[config.mk]
export PLATFORM = sky130hd
export DESIGN_NAME = cache_control_nway_flat
export DESIGN_NICKNAME = d
export VERILOG_FILES = /design/src/rtl/cache_control_nway_if.sv /design/src/rtl/cache_control_nway.sv /design/src/flat_wrapper.sv
export SDC_FILE = /design/constraint.sdc
export NUM_CORES = 1
export LEC_CHECK = 0
export BUFFER_PORTS_ARGS = -buffer_cell sky130_fd_sc_hd__buf_4
export CORE_MARGIN = 2
export CORE_UTILIZATION = 44
export DETAILED_ROUTE_END_ITERATION = 6
export GPL_TIMING_DRIVEN = 1
export PLACE_DENSITY = 0.73
export SLEW_MARGIN = 10
export SYNTH_ARGS = -nofsm -noshare
export SYNTH_HDL_FRONTEND = slang
export SYNTH_SLANG_ARGS = --single-unit
[constraint.sdc]
create_clock -name clk -period 2.5 [get_ports clk]
set_clock_uncertainty 0.2 [all_clocks]
set_input_delay 0.25 -clock clk [delete_from_list [all_inputs] [get_ports clk]]
set_output_delay 0.25 -clock clk [all_outputs]
set_load 0.005 [all_outputs]
[src/rtl/cache_control_nway_if.sv]
// rtl/cache_control_nway_if.sv - CPU, memory and array-control signal bundle for the n-way cache controller
interface cache_control_nway_if #(
  parameter int WAY_W = 1,
  parameter int CNT_W = 32
);
  logic             mem_read;
  logic             mem_write;
  logic             cache_hit;
  logic [WAY_W-1:0] hit_way;
  logic [WAY_W-1:0] plru_way;
  logic             victim_dirty;
  logic             stall;
  logic             resp_from_mem;

  logic             read_from_mem;
  logic             write_to_mem;
  logic [WAY_W-1:0] way_sel;
  logic             tag_sel;
  logic             source_sel;
  logic             addrmux_sel;
  logic             load_cache;
  logic             load_lru;
  logic             load_dirty;
  logic             dirty_in;
  logic             stall_regs;
  logic [CNT_W-1:0] hit_count;
  logic [CNT_W-1:0] miss_count;
  logic [CNT_W-1:0] wb_count;

  modport master (
    output mem_read, mem_write, cache_hit, hit_way, plru_way, victim_dirty, stall, resp_from_mem,
    input  read_from_mem, write_to_mem, way_sel, tag_sel, source_sel, addrmux_sel,
           load_cache, load_lru, load_dirty, dirty_in, stall_regs,
           hit_count, miss_count, wb_count
  );

  modport slave (
    input  mem_read, mem_write, cache_hit, hit_way, plru_way, victim_dirty, stall, resp_from_mem,
    output read_from_mem, write_to_mem, way_sel, tag_sel, source_sel, addrmux_sel,
           load_cache, load_lru, load_dirty, dirty_in, stall_regs,
           hit_count, miss_count, wb_count
  );
endinterface

[src/rtl/cache_control_nway.sv]
// rtl/cache_control_nway.sv - miss-handling FSM, victim selection and saturating perf counters for an n-way cache
module cache_control_nway #(
  parameter int WAYS      = 2,
  parameter int WAY_W     = $clog2(WAYS),
  parameter int REPL_MODE = 0,
  parameter int CNT_W     = 32
) (
  input logic                 clk,
  input logic                 rst,
  cache_control_nway_if.slave bus
);

  typedef enum logic [2:0] {IDLE, WRITE_BACK, FETCH, FILL, RESPOND} state_t;

  state_t           state_q, state_d;
  logic [WAY_W-1:0] victim_q, victim_d;
  logic [WAY_W-1:0] rr_q, rr_d;
  logic [CNT_W-1:0] hit_q, hit_d;
  logic [CNT_W-1:0] miss_q, miss_d;
  logic [CNT_W-1:0] wb_q, wb_d;

  logic             req;
  logic             hit_dec, miss_dec, wb_done, fill_cyc;
  logic             rd_mem, wr_mem, tag_s, src_s, addr_s;
  logic             ld_cache, ld_lru, ld_dirty, d_in, st_regs;
  logic [WAY_W-1:0] way_s;

  function automatic logic [CNT_W-1:0] sat_inc(input logic [CNT_W-1:0] c, input logic en);
    return (en && (c != '1)) ? c + 1'b1 : c;
  endfunction

  assign req = bus.mem_read | bus.mem_write;

  always_comb begin
    state_d  = state_q;
    hit_dec  = 1'b0;
    miss_dec = 1'b0;
    wb_done  = 1'b0;
    fill_cyc = 1'b0;
    way_s    = bus.hit_way;
    tag_s    = 1'b1;
    rd_mem   = 1'b0;
    wr_mem   = 1'b0;
    src_s    = 1'b0;
    addr_s   = 1'b0;
    ld_cache = 1'b0;
    ld_lru   = 1'b0;
    ld_dirty = 1'b0;
    d_in     = 1'b0;
    st_regs  = 1'b0;
    case (state_q)
      IDLE, RESPOND: begin
        if (state_q == RESPOND) begin
          ld_lru   = 1'b1;
          ld_cache = bus.mem_write;
          ld_dirty = bus.mem_write;
          d_in     = bus.mem_write;
        end
        // RESPOND doubles as a decision point so back-to-back requests need no IDLE bubble
        if (req) begin
          if (bus.cache_hit) begin
            hit_dec = 1'b1;
            state_d = RESPOND;
          end else begin
            miss_dec = 1'b1;
            state_d  = bus.victim_dirty ? WRITE_BACK : FETCH;
          end
        end else begin
          state_d = IDLE;
        end
      end
      WRITE_BACK: begin
        wr_mem  = 1'b1;
        tag_s   = 1'b0;
        way_s   = victim_q;
        addr_s  = 1'b1;
        st_regs = 1'b1;
        if (bus.resp_from_mem) begin
          wb_done = 1'b1;
          state_d = FETCH;
        end
      end
      FETCH: begin
        rd_mem  = 1'b1;
        way_s   = victim_q;
        addr_s  = 1'b1;
        st_regs = 1'b1;
        if (bus.resp_from_mem) state_d = FILL;
      end
      FILL: begin
        fill_cyc = 1'b1;
        ld_cache = 1'b1;
        src_s    = 1'b1;
        ld_dirty = 1'b1;
        way_s    = victim_q;
        addr_s   = 1'b1;
        st_regs  = 1'b1;
        state_d  = RESPOND;
      end
      default: state_d = IDLE;
    endcase
  end

  always_comb begin
    victim_d = victim_q;
    rr_d     = rr_q;
    if (miss_dec) victim_d = (REPL_MODE == 1) ? rr_q : bus.plru_way;
    // The round-robin pointer advances only once the victim line has actually been refilled
    if (fill_cyc) rr_d = (rr_q == WAY_W'(WAYS - 1)) ? '0 : rr_q + 1'b1;
    hit_d  = sat_inc(hit_q, hit_dec);
    miss_d = sat_inc(miss_q, miss_dec);
    wb_d   = sat_inc(wb_q, wb_done);
  end

  always_ff @(posedge clk or negedge rst) begin
    if (!rst) begin
      state_q  <= IDLE;
      victim_q <= '0;
      rr_q     <= '0;
      hit_q    <= '0;
      miss_q   <= '0;
      wb_q     <= '0;
    end else if (!bus.stall) begin
      state_q  <= state_d;
      victim_q <= victim_d;
      rr_q     <= rr_d;
      hit_q    <= hit_d;
      miss_q   <= miss_d;
      wb_q     <= wb_d;
    end
  end

  assign bus.read_from_mem = rd_mem;
  assign bus.write_to_mem  = wr_mem;
  assign bus.way_sel       = way_s;
  assign bus.tag_sel       = tag_s;
  assign bus.source_sel    = src_s;
  assign bus.addrmux_sel   = addr_s;
  assign bus.load_cache    = ld_cache;
  assign bus.load_lru      = ld_lru;
  assign bus.load_dirty    = ld_dirty;
  assign bus.dirty_in      = d_in;
  assign bus.stall_regs    = st_regs;
  assign bus.hit_count     = hit_q;
  assign bus.miss_count    = miss_q;
  assign bus.wb_count      = wb_q;

endmodule
[src/flat_wrapper.sv]
// flat-port wrapper written by rule: the top's interface ports become plain ports
module cache_control_nway_flat 
#(
  parameter int WAYS      = 2,
  parameter int WAY_W     = $clog2(WAYS),
  parameter int REPL_MODE = 0,
  parameter int CNT_W     = 32
)
  (clk, rst, bus_mem_read, bus_mem_write, bus_cache_hit, bus_hit_way, bus_plru_way, bus_victim_dirty, bus_stall, bus_resp_from_mem, bus_read_from_mem, bus_write_to_mem, bus_way_sel, bus_tag_sel, bus_source_sel, bus_addrmux_sel, bus_load_cache, bus_load_lru, bus_load_dirty, bus_dirty_in, bus_stall_regs, bus_hit_count, bus_miss_count, bus_wb_count);
  cache_control_nway_if #(.WAY_W(WAY_W), .CNT_W(CNT_W)) bus_i ();
  input logic clk;
  input logic rst;
  input wire logic [$bits(bus_i.mem_read)-1:0] bus_mem_read;
  input wire logic [$bits(bus_i.mem_write)-1:0] bus_mem_write;
  input wire logic [$bits(bus_i.cache_hit)-1:0] bus_cache_hit;
  input wire logic [$bits(bus_i.hit_way)-1:0] bus_hit_way;
  input wire logic [$bits(bus_i.plru_way)-1:0] bus_plru_way;
  input wire logic [$bits(bus_i.victim_dirty)-1:0] bus_victim_dirty;
  input wire logic [$bits(bus_i.stall)-1:0] bus_stall;
  input wire logic [$bits(bus_i.resp_from_mem)-1:0] bus_resp_from_mem;
  output wire logic [$bits(bus_i.read_from_mem)-1:0] bus_read_from_mem;
  output wire logic [$bits(bus_i.write_to_mem)-1:0] bus_write_to_mem;
  output wire logic [$bits(bus_i.way_sel)-1:0] bus_way_sel;
  output wire logic [$bits(bus_i.tag_sel)-1:0] bus_tag_sel;
  output wire logic [$bits(bus_i.source_sel)-1:0] bus_source_sel;
  output wire logic [$bits(bus_i.addrmux_sel)-1:0] bus_addrmux_sel;
  output wire logic [$bits(bus_i.load_cache)-1:0] bus_load_cache;
  output wire logic [$bits(bus_i.load_lru)-1:0] bus_load_lru;
  output wire logic [$bits(bus_i.load_dirty)-1:0] bus_load_dirty;
  output wire logic [$bits(bus_i.dirty_in)-1:0] bus_dirty_in;
  output wire logic [$bits(bus_i.stall_regs)-1:0] bus_stall_regs;
  output wire logic [$bits(bus_i.hit_count)-1:0] bus_hit_count;
  output wire logic [$bits(bus_i.miss_count)-1:0] bus_miss_count;
  output wire logic [$bits(bus_i.wb_count)-1:0] bus_wb_count;
  assign bus_i.mem_read = bus_mem_read;
  assign bus_i.mem_write = bus_mem_write;
  assign bus_i.cache_hit = bus_cache_hit;
  assign bus_i.hit_way = bus_hit_way;
  assign bus_i.plru_way = bus_plru_way;
  assign bus_i.victim_dirty = bus_victim_dirty;
  assign bus_i.stall = bus_stall;
  assign bus_i.resp_from_mem = bus_resp_from_mem;
  assign bus_read_from_mem = bus_i.read_from_mem;
  assign bus_write_to_mem = bus_i.write_to_mem;
  assign bus_way_sel = bus_i.way_sel;
  assign bus_tag_sel = bus_i.tag_sel;
  assign bus_source_sel = bus_i.source_sel;
  assign bus_addrmux_sel = bus_i.addrmux_sel;
  assign bus_load_cache = bus_i.load_cache;
  assign bus_load_lru = bus_i.load_lru;
  assign bus_load_dirty = bus_i.load_dirty;
  assign bus_dirty_in = bus_i.dirty_in;
  assign bus_stall_regs = bus_i.stall_regs;
  assign bus_hit_count = bus_i.hit_count;
  assign bus_miss_count = bus_i.miss_count;
  assign bus_wb_count = bus_i.wb_count;
  cache_control_nway #(.WAYS(WAYS), .WAY_W(WAY_W), .REPL_MODE(REPL_MODE), .CNT_W(CNT_W)) u_core (.clk(clk), .rst(rst), .bus(bus_i));
endmodule
==> summary.txt <==
STA
  – Setup Viol. Count Final: 0
  – RSZ-0062 raised after global routing: false
  – Worst Tran Pin Value: 0.9472 ns
  – Tcrit/Tclk final: 95.06%
  – Final Hold Violating Endpoints: 0
  – Maximum clock frequency: 420.8 MHz
  – Fin. max-slew vios: 0
  – Post-layout min period: 2.377 ns
  – Setup TNS Final: 0 ns
  – Slew headroom: 36.37%

Synth
  – Count of different cell masters after synthesis: 47
  – Synth Area in XOR/XNOR: 16.27%
  – Synth Area in Simple Gates: 25.29%
  – Compound-Gate Fraction of Synth Area: 3.999%
  – Top cell type's share of synthesized area: 49.99%
  – Post-synthesis cell count: 468
  – Post-synth EDFFs: 0
  – Post-Synth Adder-Cell Area: 0.7498%
  – Post-synthesis sequential area ratio: 49.99%
  – Largest family of logic cells by synthesized area: simple AND/OR/NAND/NOR gates
  – Ys Warns: 0
  – Largest cells by area after synthesis: dfrtp_1 (50%), xnor2_1 (11%), xor2_1 (5.1%), nand3_1 (4.5%), nand4_1 (4.5%)
  – Top cell type by total area after synthesis: dfrtp_1
  – Syn nets: 481
  – Most used flip-flop cell after synthesis: dfrtp_1
  – FFs w/ async S/R, synth: 100.0%
  – Mux cell area share after synthesis: 1.125%
  – Yosys reg bits: 100
  – Mapped Area: 0.005006 mm²
  – Syn avg cell area: 10.70 µm²

Detailed routing
  – Max Used Layer: met4
  – Final wirelength: 11.79 mm
  – Iter 0 DRT Violations: 236
  – WL met1: 5.282 mm
  – Met3 WL post-DR: 683 µm
  – Drt drc: 0
  – Antenna viol nets, final: 0
  – Via Count: 4093
  – Drt pass-1 iters: 4
  – Routed WL per cell: 15.81 µm
  – Vias/cell: 5.487
  – Met2 Wirelength: 5.694 mm

Setup path
  – Startpoint Class: primary input
  – Worst path depth: 7
  – Slowest stage delay, CP: 0.56 ns
  – Crit. End Element: flip-flop
  – R2r worst-path depth: 6
  – WP buf/inv: 3
  – Crit path max-delay cell type: or3b_1
  – Critical Path Most Common Cell: buf_4
  – Critical Path RT: 2.54 ns
  – Worst flop-to-flop path startpoint: u_core.bus.hit_count[21]
  – Crit-path cells: dlygate4sd3_1 -> buf_4 -> nor3_2 -> or3b_1 -> a21oi_2 -> buf_4 -> mux2_2
  – Critical Path AT: 2.42 ns
  – Setup CP Type: in -> reg
  – Worst Setup SP: bus_stall
  – Critical path peak fanout: 18
  – Delay-heaviest family, CP: buffers and inverters

Clock network
  – CTS tree: done
  – Clk_lat worst skew: 0.35 ns
  – Clock tree sinks: 100
  – Post_cts resized: 0
  – CTS buffer count: 9
  – Clock root buffer: clkbuf_16
  – Post-CTS Setup Bufs: 0
  – H-tree levels: 3
  – Clock Tree Buf Depth: 2
  – Clock transition at the registers of the reported paths: 0.07 ns

Finish
  – Count of non-filler cells in the finished layout: 746
  – Area grow syn2layout: 27.92%
  – FILL cells: 927
  – Layout Nets: 613
  – Most common cell after layout, fill and taps aside: buf_4
  – Most frequent cells in the layout: buf_4 (128), dfrtp_1 (100), xnor2_1 (64), nand3_1 (45), nor2_1 (37)
  – Fraction of layout cells with a size suffix above 1: 27.44%

Flow run
  – Max-cap violation count: 0

Global routing
  – Antenna violations before repair: 0
  – Overflow after GRT: 0
  – Largest net degree at the start of global routing: 101
  – First-pass GRT wire length: 19.76 mm
  – Total Routing Usage GR: 19.81%
  – Vias in the first global route: 4026

Floorplan
  – Chip width: 110.7 µm
  – Die footprint: 0.01225 mm²
  – Std-Cell Rows: 38
  – Top Ports: 117
  – Initial Utilization: 45.58%
  – Core area: 0.01098 mm²
  – Vert. Die Dim: 110.7 µm

Hold path
  – HP Start: bus_resp_from_mem
  – Hold depth: 4
  – Worst hold-check path type: in -> reg

Placement
  – Post-DP HPWL: 8.519 mm
  – Buffers on Ports: 116
  – Dpl cells: 725
  – Routability cong.: 0.8755

Power and ir drop
  – Peak VDD IR: 0.0004293 V
  – Leakage power: 3.021 nW
  – P per Cell Area: 623.7 mW/mm²

Outcome
  – Status: complete, no violations
-- repair_timing --
item	in CTS	in global routing
hold endpoints to repair	104	0
hold buffers	4	0
setup endpoints to repair	0	0
-- routing by layer --
layer | track usage (%) | vias to the layer above
met5 | 0 | -
met4 | 8.500 | 0
met3 | 5.085 | 12
met2 | 31.41 | 111
met1 | 25.82 | 2042
li1 | - | 1928
-- synthesized netlist by cell type (3+ instances only) --
cell type    n
and4_1       9
nand3_2      3
buf_6        4
nand2_1     33
nor2_1      37
and3_1      15
nor4_1       6
xor2_1      29
inv_1       12
dfrtp_1    100
nand4_2      3
nor3_1      19
ha_1         3
nand3_1     45
clkbuf_1     5
or4_4        3
xnor2_1     64
mux2_2       5
nand4_1     36
and2_1       4
-- path summary, 6_finish.rpt --
path / endpoint / slack (ns)
max: u_core.bus.miss_count[1] / 0.12
min: u_core.state_q[0] / 0.17
max reg2reg: u_core.bus.hit_count[15] / 0.19
min reg2reg: u_core.bus.hit_count[5] / 0.30
max in group asynchronous: u_core.bus.hit_count[14] / 1.40
min in group asynchronous: u_core.bus.miss_count[27] / 0.29
-- tightest hold or removal path, stage by stage --
cell and delay [ns]:
buf_4 0.09, nor3_1 0.04, a31oi_1 0.16, o221ai_1 0.13
-- flip-flops by register name (all words and copies together), names as in the netlist --
name                   cells
u_core.bus.hit_count      32
u_core.bus.miss_count     32
u_core.bus.wb_count       32
u_core.state_q             3
u_core.victim_q            1
-- metrics by stage --
step	hold WS (ns)	cell area [µm²]	power (mW)	util [%]	worst slack [ns]
2_1_floorplan	-0.2456	5006	2.274	-	0.3212
3_3_place_gp	0.1513	6078	2.652	55.34	0.2529
3_5_place_dp	0.1585	6078	2.679	55.34	0.2044
4_1_cts	0.1729	6401	4.033	58.28	0.1625
5_1_grt	0.1800	6401	4.202	58.28	0.02642
6_report	0.1677	6404	3.994	58.30	0.1234
-- logic make-up (layout without fill, tap and decap cells) --
family | after synthesis | in the layout
flops | 100 | 100
fa+ha+maj | 3 | 3
buf+inv | 24 | 161
compound gates | 18 | 18
xor+xnor | 93 | 93
other cells | 0 | 1
mux | 5 | 5
simple gates | 225 | 225
-- layout make-up --
class / instances / area (µm²) / share of cell area, %
sequential: 100 / 2502 / 39.08
multi-input combinational: 344 / 2375 / 37.08
timing repair buffer: 133 / 1021 / 15.94
clock buffer: 15 / 277.8 / 4.338
tap: 140 / 175.2 / 2.735
inverter: 12 / 45.04 / 0.7034
clock inverter: 1 / 5.005 / 0.07816
antenna: 1 / 2.502 / 0.03908
-- power breakdown --
group          leakage (nW)  switching [mW]  internal [mW]
Clock                 0.140           0.583          0.756
Sequential             1.35           0.178           1.74
Combinational          1.53           0.334          0.404
No activity file was read; power rests on OpenSTA's default activity.
